**src/rtl/spi_target_core.sv**
```systemverilog
// SPI target running entirely in the clk domain: oversampled SCK, selectable width,
// mode and bit order, one-word TX holding buffer, bursts, abort and underrun strobes.
//
// state | meaning
// IDLE  | deselected, miso parked at IDLE_MISO, SCK edges ignored
// LOAD  | one cycle after select: holding buffer moves into the TX word
// SHIFT | selected, sampling mosi / driving miso on detected SCK edges
module spi_target_core #(
  parameter int DATA_W      = 8,
  parameter bit CPOL        = 1'b0,
  parameter bit CPHA        = 1'b0,
  parameter bit MSB_FIRST   = 1'b1,
  parameter int SYNC_STAGES = 2,
  parameter bit IDLE_MISO   = 1'b1
) (
  input  logic              clk,
  input  logic              rst,
  input  logic              sck,
  input  logic              cs_n,
  input  logic              mosi,
  output logic              miso,
  output logic              miso_oe,
  input  logic [DATA_W-1:0] tx_data,
  input  logic              tx_valid,
  output logic              tx_ready,
  output logic [DATA_W-1:0] rx_data,
  output logic              rx_valid,
  output logic              tx_underrun,
  output logic              frame_abort,
  output logic              busy
);

  localparam int IDX_W = $clog2(DATA_W);

  typedef enum logic [1:0] {ST_IDLE, ST_LOAD, ST_SHIFT} state_t;
  state_t state;

  logic [SYNC_STAGES-1:0] sck_sync, cs_sync, mosi_sync;
  logic                   sck_prev, sck_s, cs_s, mosi_s;
  logic                   rise, fall, lead_edge, trail_edge;
  logic                   sample_det, shift_det, mosi_det;
  logic [IDX_W-1:0]       bit_cnt;
  logic [DATA_W-1:0]      tx_word, rx_shift, rx_next, buf_data, load_word;
  logic                   buf_full, accept, last_bit, load_now;

  // Position within the word of the n-th bit on the wire
  function automatic logic [IDX_W-1:0] bit_idx(input logic [IDX_W-1:0] n);
    return MSB_FIRST ? IDX_W'(DATA_W - 1) - n : n;
  endfunction

  assign sck_s      = sck_sync[SYNC_STAGES-1];
  assign cs_s       = cs_sync[SYNC_STAGES-1];
  assign mosi_s     = mosi_sync[SYNC_STAGES-1];
  assign rise       = sck_s & ~sck_prev;
  assign fall       = ~sck_s & sck_prev;
  assign lead_edge  = CPOL ? fall : rise;
  assign trail_edge = CPOL ? rise : fall;

  assign tx_ready  = ~buf_full;
  assign accept    = tx_valid & ~buf_full;
  assign load_word = buf_full ? buf_data : '0;
  assign last_bit  = (bit_cnt == IDX_W'(DATA_W - 1));
  assign load_now  = ~cs_s & ((state == ST_LOAD) |
                              ((state == ST_SHIFT) & sample_det & last_bit));

  always_comb begin
    rx_next = rx_shift;
    rx_next[bit_idx(bit_cnt)] = mosi_det;
  end

  // Edge pulses are registered together with mosi so data stays aligned to its edge
  always_ff @(posedge clk) begin
    if (rst) begin
      sck_sync   <= {SYNC_STAGES{CPOL}};
      cs_sync    <= '1;
      mosi_sync  <= '0;
      sck_prev   <= CPOL;
      sample_det <= 1'b0;
      shift_det  <= 1'b0;
      mosi_det   <= 1'b0;
    end else begin
      sck_sync   <= {sck_sync[SYNC_STAGES-2:0], sck};
      cs_sync    <= {cs_sync[SYNC_STAGES-2:0], cs_n};
      mosi_sync  <= {mosi_sync[SYNC_STAGES-2:0], mosi};
      sck_prev   <= sck_s;
      sample_det <= CPHA ? trail_edge : lead_edge;
      shift_det  <= CPHA ? lead_edge : trail_edge;
      mosi_det   <= mosi_s;
    end
  end

  always_ff @(posedge clk) begin
    if (rst) begin
      state       <= ST_IDLE;
      bit_cnt     <= '0;
      tx_word     <= '0;
      rx_shift    <= '0;
      rx_data     <= '0;
      rx_valid    <= 1'b0;
      tx_underrun <= 1'b0;
      frame_abort <= 1'b0;
      miso        <= IDLE_MISO;
      miso_oe     <= 1'b0;
      busy        <= 1'b0;
      buf_data    <= '0;
      buf_full    <= 1'b0;
    end else begin
      rx_valid    <= 1'b0;
      tx_underrun <= 1'b0;
      frame_abort <= 1'b0;
      busy        <= ~cs_s;
      miso_oe     <= ~cs_s;

      case (state)
        ST_IDLE: begin
          miso    <= IDLE_MISO;
          bit_cnt <= '0;
          if (!cs_s) state <= ST_LOAD;
        end
        ST_LOAD: begin
          if (cs_s) begin
            state <= ST_IDLE;
            miso  <= IDLE_MISO;
          end else begin
            state       <= ST_SHIFT;
            bit_cnt     <= '0;
            tx_word     <= load_word;
            tx_underrun <= ~buf_full;
            if (!CPHA) miso <= load_word[bit_idx('0)];
          end
        end
        ST_SHIFT: begin
          if (cs_s) begin
            state <= ST_IDLE;
            miso  <= IDLE_MISO;
            if (bit_cnt != '0) frame_abort <= 1'b1;
          end else if (sample_det) begin
            rx_shift <= rx_next;
            if (last_bit) begin
              rx_data     <= rx_next;
              rx_valid    <= 1'b1;
              tx_word     <= load_word;
              tx_underrun <= ~buf_full;
              bit_cnt     <= '0;
            end else begin
              bit_cnt <= bit_cnt + IDX_W'(1);
            end
          end else if (shift_det) begin
            miso <= tx_word[bit_idx(bit_cnt)];
          end
        end
        default: state <= ST_IDLE;
      endcase

      // A handshake in the same cycle as a load refills the buffer
      if (load_now) buf_full <= 1'b0;
      if (accept) begin
        buf_data <= tx_data;
        buf_full <= 1'b1;
      end
    end
  end

endmodule

```
**config.mk**
```make
export PLATFORM = sky130hd
export DESIGN_NAME = spi_target_core
export DESIGN_NICKNAME = d
export VERILOG_FILES = /design/src/rtl/spi_target_core.sv
export SDC_FILE = /design/constraint.sdc
export NUM_CORES = 1
export LEC_CHECK = 0
export ABC_AREA = 1
export CORE_UTILIZATION = 25
export DETAILED_ROUTE_END_ITERATION = 10
export PLACE_DENSITY = 0.51
export SLEW_MARGIN = 20
export SYNTH_ARGS = -nofsm -noshare
export SYNTH_HDL_FRONTEND = slang
export SYNTH_SLANG_ARGS = --single-unit
```
**constraint.sdc**
```tcl
create_clock -name clk -period 1.4 [get_ports clk]
set_input_delay 0.21 -clock clk [delete_from_list [all_inputs] [get_ports clk]]
set_output_delay 0.21 -clock clk [all_outputs]
set_load 0.005 [all_outputs]
```
==> results of run 1 <==
==> worst min path at each step <==
stage	from	cells past startpoint	end
detailed placement	sck_sync[0]$_SDFF_PP0_	2	sck_sync[1]$_SDFF_PP0_
finish	sck_sync[0]$_SDFF_PP0_	2	sck_sync[1]$_SDFF_PP0_
CTS	mosi	3	mosi_sync[0]$_SDFF_PP0_
global route	sck	3	sck_sync[0]$_SDFF_PP0_
floorplan	cs_n	1	cs_sync[0]$_SDFF_PP1_
global placement	sck_sync[0]$_SDFF_PP0_	2	sck_sync[1]$_SDFF_PP0_
==> power by group through the flow <==
stage               clock (mW)  sequential, mW  combinational (mW)
floorplan                    0            1.59               0.255
global placement             0            1.60               0.454
detailed placement           0            1.61               0.463
CTS                      0.950            1.58               0.513
global route              1.01            1.59               0.621
finish                   0.917            1.58               0.556
==> final cells by class <==
| type | instances | area (um^2) | area share |
|---|---|---|---|
| Clock buffer | 6 | 82.6 | 0.0261 |
| Inverter | 41 | 160 | 0.0505 |
| Clock inverter | 2 | 13.8 | 0.00434 |
| Sequential cell | 52 | 1060 | 0.336 |
| Timing Repair Buffer | 61 | 634 | 0.200 |
| Multi-Input combinational cell | 181 | 1080 | 0.342 |
| Tap cell | 105 | 131 | 0.0415 |
==> tightest hold or removal path: stages, from the launching register on <==
cell	delay (ns)
sky130_fd_sc_hd__dfxtp_1	0.31
sky130_fd_sc_hd__inv_1	0.04
sky130_fd_sc_hd__nor2_1	0.03
==> logic make-up (layout without fill, tap and decap cells) <==
logic type               after synthesis  in the layout  share of synthesized area
AND/OR/NAND/NOR                      113            113                      0.222
AO/OA/AOI/OAI                         61             61                      0.164
buffers and inverters                 53            110                      0.102
flip-flops                            52             52                      0.472
adder cells (fa/ha/maj)                7              7                     0.0397
==> per-layer routing <==
metal,track usage,vias up,wire length [um]
met4,0.0336,0,33
li1,-,1029,-
met2,0.204,25,2410
met5,0,-,0
met1,0.156,890,2520
met3,0.0197,2,146
==> repair_timing <==
item	in CTS	in global routing
pin swaps	3	8
endpoints found under the setup margin	25	37
gates resized for setup	22	44
setup buffers	5	5
cloned	0	1
==> layout by cell type (no fill, tap or decap), drive strengths merged, types with 2 or more instances in the layout <==
cell type      count
o211ai             6
nor3               4
a211oi             4
o21ai             24
buf               32
clkdlybuf4s50     22
dfxtp             52
or2                2
ha                 7
a21oi             24
nor2              42
nand2             51
nand4              7
dlymetal6s2s       5
clkbuf             7
inv               41
nand3              6
==> metrics by stage <==
stage	setup TNS [ns]	util	hold slack (ns)	power, mW	instance area [um^2]
after floorplan	-0.142	-	0.314	1.85	2220
after global placement	-0.0789	0.332	0.393	2.06	2780
after detailed placement	-0.338	0.332	0.395	2.07	2780
after CTS	0	0.357	0.399	3.04	2990
after global routing	-1.26	0.378	0.420	3.22	3170
final	0	0.378	0.406	3.05	3170
==> state kept, by name, indices dropped and copies added (netlist names), 2 cells and up <==
register / flops
buf_data: 8
rx_data: 8
tx_word: 8
rx_shift: 7
bit_cnt: 3
cs_sync: 2
mosi_sync: 2
sck_sync: 2
state: 2
==> key figures, run 1 <==
Floorplanning
  – Effective utilization at floorplan: 0.263
  – DIE AREA: around 0.0092 mm^2
  – Die width: roughly 96 um
  – Core Box Area: ~0.0084 mm^2
  – Boundary pin count: 29
  – Die span in y: 95.9 um
  – Row cnt: 33

Critical path
  – Maximum fanout encountered on the critical timing path: 6
  – Worst setup path endpoint: rx_shift[3]$_SDFFE_PP0P_
  – Critical path endpoint category: register
  – Critical R2R Capture: rx_shift[3]$_SDFFE_PP0P_
  – CP Class: reg2reg
  – Required arrival time at the worst endpoint: 1.60 ns
  – CP Depth: 9
  – Arrival time reported for the critical path endpoint: 1.60 ns
  – Buffers and inverters on the worst path: 4
  – Depth of the most critical reg-to-reg path: 9
  – Series of cell instances along the critical path: buf_12, clkinvlp_4, buf_6, nand2_4, nor2_2, a21oi_1, nand2_1, o211ai_1, inv_1
  – Delay of the slowest cell on the worst path: 0.39 ns
  – Start point of the critical path: bit_cnt[0]$_SDFFE_PP0P_
  – Register-to-register setup slack: between 0.0008 and 0.0009 ns
  – Crit start category: register
  – R2R Path Start: bit_cnt[0]$_SDFFE_PP0P_
  – Critical-path top delay cell: sky130_fd_sc_hd__dfxtp_4
  – Cell family with the largest share of critical-path delay: buffers and inverters

Clock network
  – TritonCTS clock tree: done
  – Clock transition at the registers of the reported paths: 0.10 ns
  – TritonCTS Buffers: 5
  – Maximum buffer depth of the clock tree: 2
  – Root Buffer Master: sky130_fd_sc_hd__clkbuf_8
  – Clock sink total: 52
  – Hold buffer count at cts: 0
  – Count of H-tree levels built during CTS: 2
  – Latest clock arrival within the worst-skew pair: 0.30 ns

Layout
  – Relative area change from synthesis to final layout: 43.8%
  – Number of nets in the finished design: 363
  – Filler cell count: 887
  – Share of cells above drive strength 1: 0.271
  – Antenna diode count: 0
  – Final Non-Filler Cells: 448

Synthesis
  – Top-area cell type share of the netlist area: 0.472
  – Count of flip-flops with a built-in enable after synthesis: 0
  – Total number of yosys warnings: 0
  – Cell type with the largest total area after synthesis: sky130_fd_sc_hd__dfxtp_1
  – Top flip-flop cell by instance count after synthesis: sky130_fd_sc_hd__dfxtp_1
  – Number of synthesized register bits: 52
  – Sequential share of the synthesized area: 0.472
  – Most frequent cell after synthesis: sky130_fd_sc_hd__dfxtp_1
  – Synth top area cells: sky130_fd_sc_hd__dfxtp_1, sky130_fd_sc_hd__nand2_1, sky130_fd_sc_hd__nor2_1
  – Proportion of register bits with asynchronous set or reset after synthesis: 0
  – Post-synthesis instance area: about 0.0022 mm^2
  – Number of library cell types mapped by synthesis: 31
  – Synthesized instance count: 286
  – Synthesized netlist net count: 307
  – Synth cell count leaders: sky130_fd_sc_hd__dfxtp_1, sky130_fd_sc_hd__nand2_1, sky130_fd_sc_hd__nor2_1
  – Per-instance average area after synthesis: 7.71 um^2

GRT
  – Number of global-route vias before repair: around 1800
  – Pin count of the biggest net entering global routing: 29
  – Wire length of the first global-routing pass: 8560 um
  – GRT Util Overall: 0.120
  – Initial antenna violation count: 0
  – Remaining global-route overflow: 0

Flow run
  – Reported max-cap violation count: 0

Detailed routing
  – Total wire length: 5100 um
  – Initial DRT Pass Iterations: 4
  – DRC violation total after the first TritonRoute iteration: between 100 and 150
  – Vias after detailed routing: between 1500 and 2000
  – Detail Route Antenna Nets: 0
  – Final routed DRC violation total: 0
  – Final routed wire length divided by cell count: 11.4 um
  – DR vias/cell: 4.34

Place
  – Count of input and output buffers: 28
  – Post-placement setup slack: -0.0481 ns
  – Placed instance count: 429
  – HPWL Detailed: 3630 um
  – Final Wtd Congestion: 0.733

Timing
  – Maximum clock frequency: ~0.71 GHz
  – Actual slew at the worst max-slew pin: 0.312 ns
  – Max-slew violation total from the final report: 0
  – Worst Clk Skew: 0.00841 ns
  – Post-layout min period: 1.40 ns
  – Setup repair after global routing missed its margin: yes
  – Tightest slew margin relative to the limit: 0.791
  – Number of failing hold endpoints at the final stage: 0
  – Tcrit/Tclk final: 0.999
  – Final number of setup-violating endpoints: 0
  – Worst Setup Slack, final: ~0.00085 ns

Hold path
  – Worst min path class: reg2reg

Power
  – Sequential share of power: 0.517
  – Power per Cell Area: 963 mW/mm^2
  – Clock Power Share: 0.300
  – Worst vdd rail ir drop: 0.000413 V
  – Share of power burned in combinational logic: 0.182
  – Psw: about 0.85 mW
  – Share of total power consumed by net switching: 0.278
  – Leakage power summed over all cells: 1.37 nW
  – Internal power of the cells: 2.20 mW

Outcome
  – Status: finished clean
(Power assumes the default switching activity.)
==> run 2: changes to the inputs <==
- CORE_UTILIZATION: 25 -> 49
- PLACE_DENSITY: 0.51 -> 0.82
==> key figures, run 2 (same netlist as run 1, synthesis figures left out) <==
Critical path
  – Register-to-register setup slack: -0.09 ns
  – Critical-path top delay cell: sky130_fd_sc_hd__dfxtp_2
  – Buffers and inverters on the worst path: 1
  – Cell family with the largest share of critical-path delay: simple AND/OR/NAND/NOR gates
  – Crit-path most repeated cell: sky130_fd_sc_hd__nand2_1
  – Delay of the slowest cell on the worst path: 0.33 ns
  – Arrival time reported for the critical path endpoint: 1.71 ns
  – Required arrival time at the worst endpoint: 1.62 ns
  – Maximum fanout encountered on the critical timing path: 8
  – Depth of the most critical reg-to-reg path: 7
  – Critical path endpoint category: register
  – Series of cell instances along the critical path: buf_4, ha_1, nand2_1, o21ai_4, nand2_2, nand2_1, a21oi_1
  – Critical R2R Capture: tx_word[7]$_SDFFE_PP0P_
  – R2R Path Start: state[0]$_SDFFE_PP0P_
  – CP Class: reg2reg
  – Crit start category: register

Timing
  – Tightest slew margin relative to the limit: 0.751
  – Worst Clk Skew: 0.00624 ns
  – Actual slew at the worst max-slew pin: ~0.37 ns
  – Tightest hold margin: 0.408 ns
  – Maximum clock frequency: 0.671 GHz
  – Max-slew violation total from the final report: 0
  – Post-layout min period: between 1 and 1.5 ns
  – Tcrit/Tclk final: 1.06
  – Setup repair after global routing missed its margin: yes
  – Final number of setup-violating endpoints: 9
  – Worst Setup Slack, final: -0.0894 ns
  – Number of failing hold endpoints at the final stage: 0

Place
  – Placed instance count: approximately 370
  – Count of input and output buffers: 28
  – Final Wtd Congestion: between 0.8 and 0.9
  – HPWL Detailed: 3090 um
  – Cell Area, Placed: 0.00267 mm^2

Floorplanning
  – DIE AREA: ~0.0048 mm^2
  – Core Box Area: 0.00432 mm^2
  – Boundary pin count: 29
  – Effective utilization at floorplan: 0.510
  – Row cnt: 24
  – Die width: slightly below 70 um
  – Die span in y: just under 70 um

Layout
  – Most common cell after layout, fill and taps aside: sky130_fd_sc_hd__nand2_1
  – Relative area change from synthesis to final layout: 31.6%
  – Number of nets in the finished design: approximately 360
  – Antenna diode count: 0
  – Share of cells above drive strength 1: 0.214
  – Commonest cells after routing, fill and taps aside: sky130_fd_sc_hd__nand2_1, sky130_fd_sc_hd__dfxtp_1, sky130_fd_sc_hd__inv_1
  – Final Non-Filler Cells: 388
  – Largest registers ranked by flip-flop count: buf_data: 8 flops, rx_data: 8 flops, tx_word: 8 flops
  – Layout Utilization: 0.671
  – Post-Layout Inst Area: 0.00290 mm^2

GRT
  – Met1 Resource Use GR: 0.264
  – Pin count of the biggest net entering global routing: 29
  – Remaining global-route overflow: 0
  – Initial antenna violation count: 0
  – GRT Util Overall: 0.207
  – Number of global-route vias before repair: 1855
  – Wire length of the first global-routing pass: around 8100 um
  – Layer with the highest usage after global routing: met2
  – Global routing usage on met3: 0.0468
  – GR Layer Usage met2: 0.333

Detailed routing
  – DR vias/cell: 5.26
  – Final routed wire length divided by cell count: 12.8 um
  – Final routed DRC violation total: 0
  – Vias after detailed routing: 2039
  – Total wire length: 4960 um
  – Detail Route Antenna Nets: 0
  – Initial DRT Pass Iterations: 4
  – DRC violation total after the first TritonRoute iteration: 223

Outcome
  – Status: finished, violations left
  – Violations in the final reports: setup timing

Clock network
  – TritonCTS clock tree: done
  – Count of H-tree levels built during CTS: 2
  – TritonCTS Buffers: 5
  – Latest clock arrival within the worst-skew pair: 0.30 ns
  – Clock transition at the registers of the reported paths: 0.09 ns
  – Hold buffer count at cts: 0
  – Clock sink total: 52
  – Root Buffer Master: sky130_fd_sc_hd__clkbuf_8
  – Maximum buffer depth of the clock tree: 2

Hold path
  – Hold Path Depth: 2
  – Worst hold path endpoint: sck_sync[1]$_SDFF_PP0_
  – Worst Hold Launch: sck_sync[0]$_SDFF_PP0_
  – Worst min path class: reg2reg

Flow run
  – Reported max-cap violation count: 0

Power
  – Worst vdd rail ir drop: 0.000672 V
  – Leakage power summed over all cells: 1.23 nW
  – Power per Cell Area: 1000 mW/mm^2
[run 2: cell count changes in the layout (fill, tap and decap cells not counted), moves of 4 or more]
cell | previous run | this run
sky130_fd_sc_hd__buf_4 | 24 | 19
sky130_fd_sc_hd__clkdlybuf4s50_1 | 22 | 27
sky130_fd_sc_hd__dlymetal6s2s_1 | 5 | 1
sky130_fd_sc_hd__ha_1 | 2 | 6
[run 2: how the worst max path moves through the flow]
stage	startpoint	end	slack [ns]	depth (start not counted)
after global placement	bit_cnt[0]$_SDFFE_PP0P_	frame_abort$_SDFF_PP0_	-0.03	3
after CTS	state[0]$_SDFFE_PP0P_	rx_data[0]$_SDFFE_PP0P_	-0.01	10
after global routing	state[0]$_SDFFE_PP0P_	tx_word[4]$_SDFFE_PP0P_	-0.13	9
after detailed placement	state[1]$_SDFFE_PP0P_	rx_data[6]$_SDFFE_PP0P_	-0.05	8
final	state[0]$_SDFFE_PP0P_	tx_word[7]$_SDFFE_PP0P_	-0.09	7
after floorplan	state[0]$_SDFFE_PP0P_	tx_word[0]$_SDFFE_PP0P_	-0.02	9
[run 2: repair_timing]
action,CTS,global route
resized for setup,13,26
buffers inserted,3,4
setup endpoints to repair,19,34
pin swaps,9,7
gates cloned,1,0
[run 2: through the flow]
| step | power (mW) | setup WS [ns] | setup TNS [ns] |
|---|---|---|---|
| global route | 3.05 | -0.127 | -1.80 |
| global placement | 2.00 | -0.0303 | -0.0326 |
| CTS | 2.89 | -0.0117 | -0.0166 |
| floorplan | 1.85 | -0.0178 | -0.142 |
| finish | 2.91 | -0.0894 | -0.289 |
| detailed placement | 2.02 | -0.0547 | -0.400 |
[run 2: metal layers]
layer	up-vias	part of all wire
li1	1016	-
met1	925	0.43
met2	86	0.48
met3	12	0.072
met4	0	0.020
met5	-	0
[run 2: where the power goes]
group / internal, mW / total, mW / switching (mW)
registers: 1.53 / 1.57 / 0.0384
logic: 0.206 / 0.477 / 0.271
clock network: 0.404 / 0.861 / 0.457
[run 2: worst reg2reg max path, stage by stage (launching register included)]
cell and delay [ns]:
sky130_fd_sc_hd__dfxtp_2 0.33, sky130_fd_sc_hd__buf_4 0.13, sky130_fd_sc_hd__ha_1 0.26, sky130_fd_sc_hd__nand2_1 0.17, sky130_fd_sc_hd__o21ai_4 0.10, sky130_fd_sc_hd__nand2_2 0.17
sky130_fd_sc_hd__nand2_1 0.09, sky130_fd_sc_hd__a21oi_1 0.17
[run 2: layout make-up]
| cell class | instances | area [um^2] |
|---|---|---|
| repair buffers | 54 | 515 |
| inverters | 41 | 163 |
| fillers | 330 | 1420 |
| flip-flops and latches | 52 | 1050 |
| multi-input cells | 181 | 1010 |
| clock buffers | 8 | 90.1 |
| well taps | 52 | 65.1 |
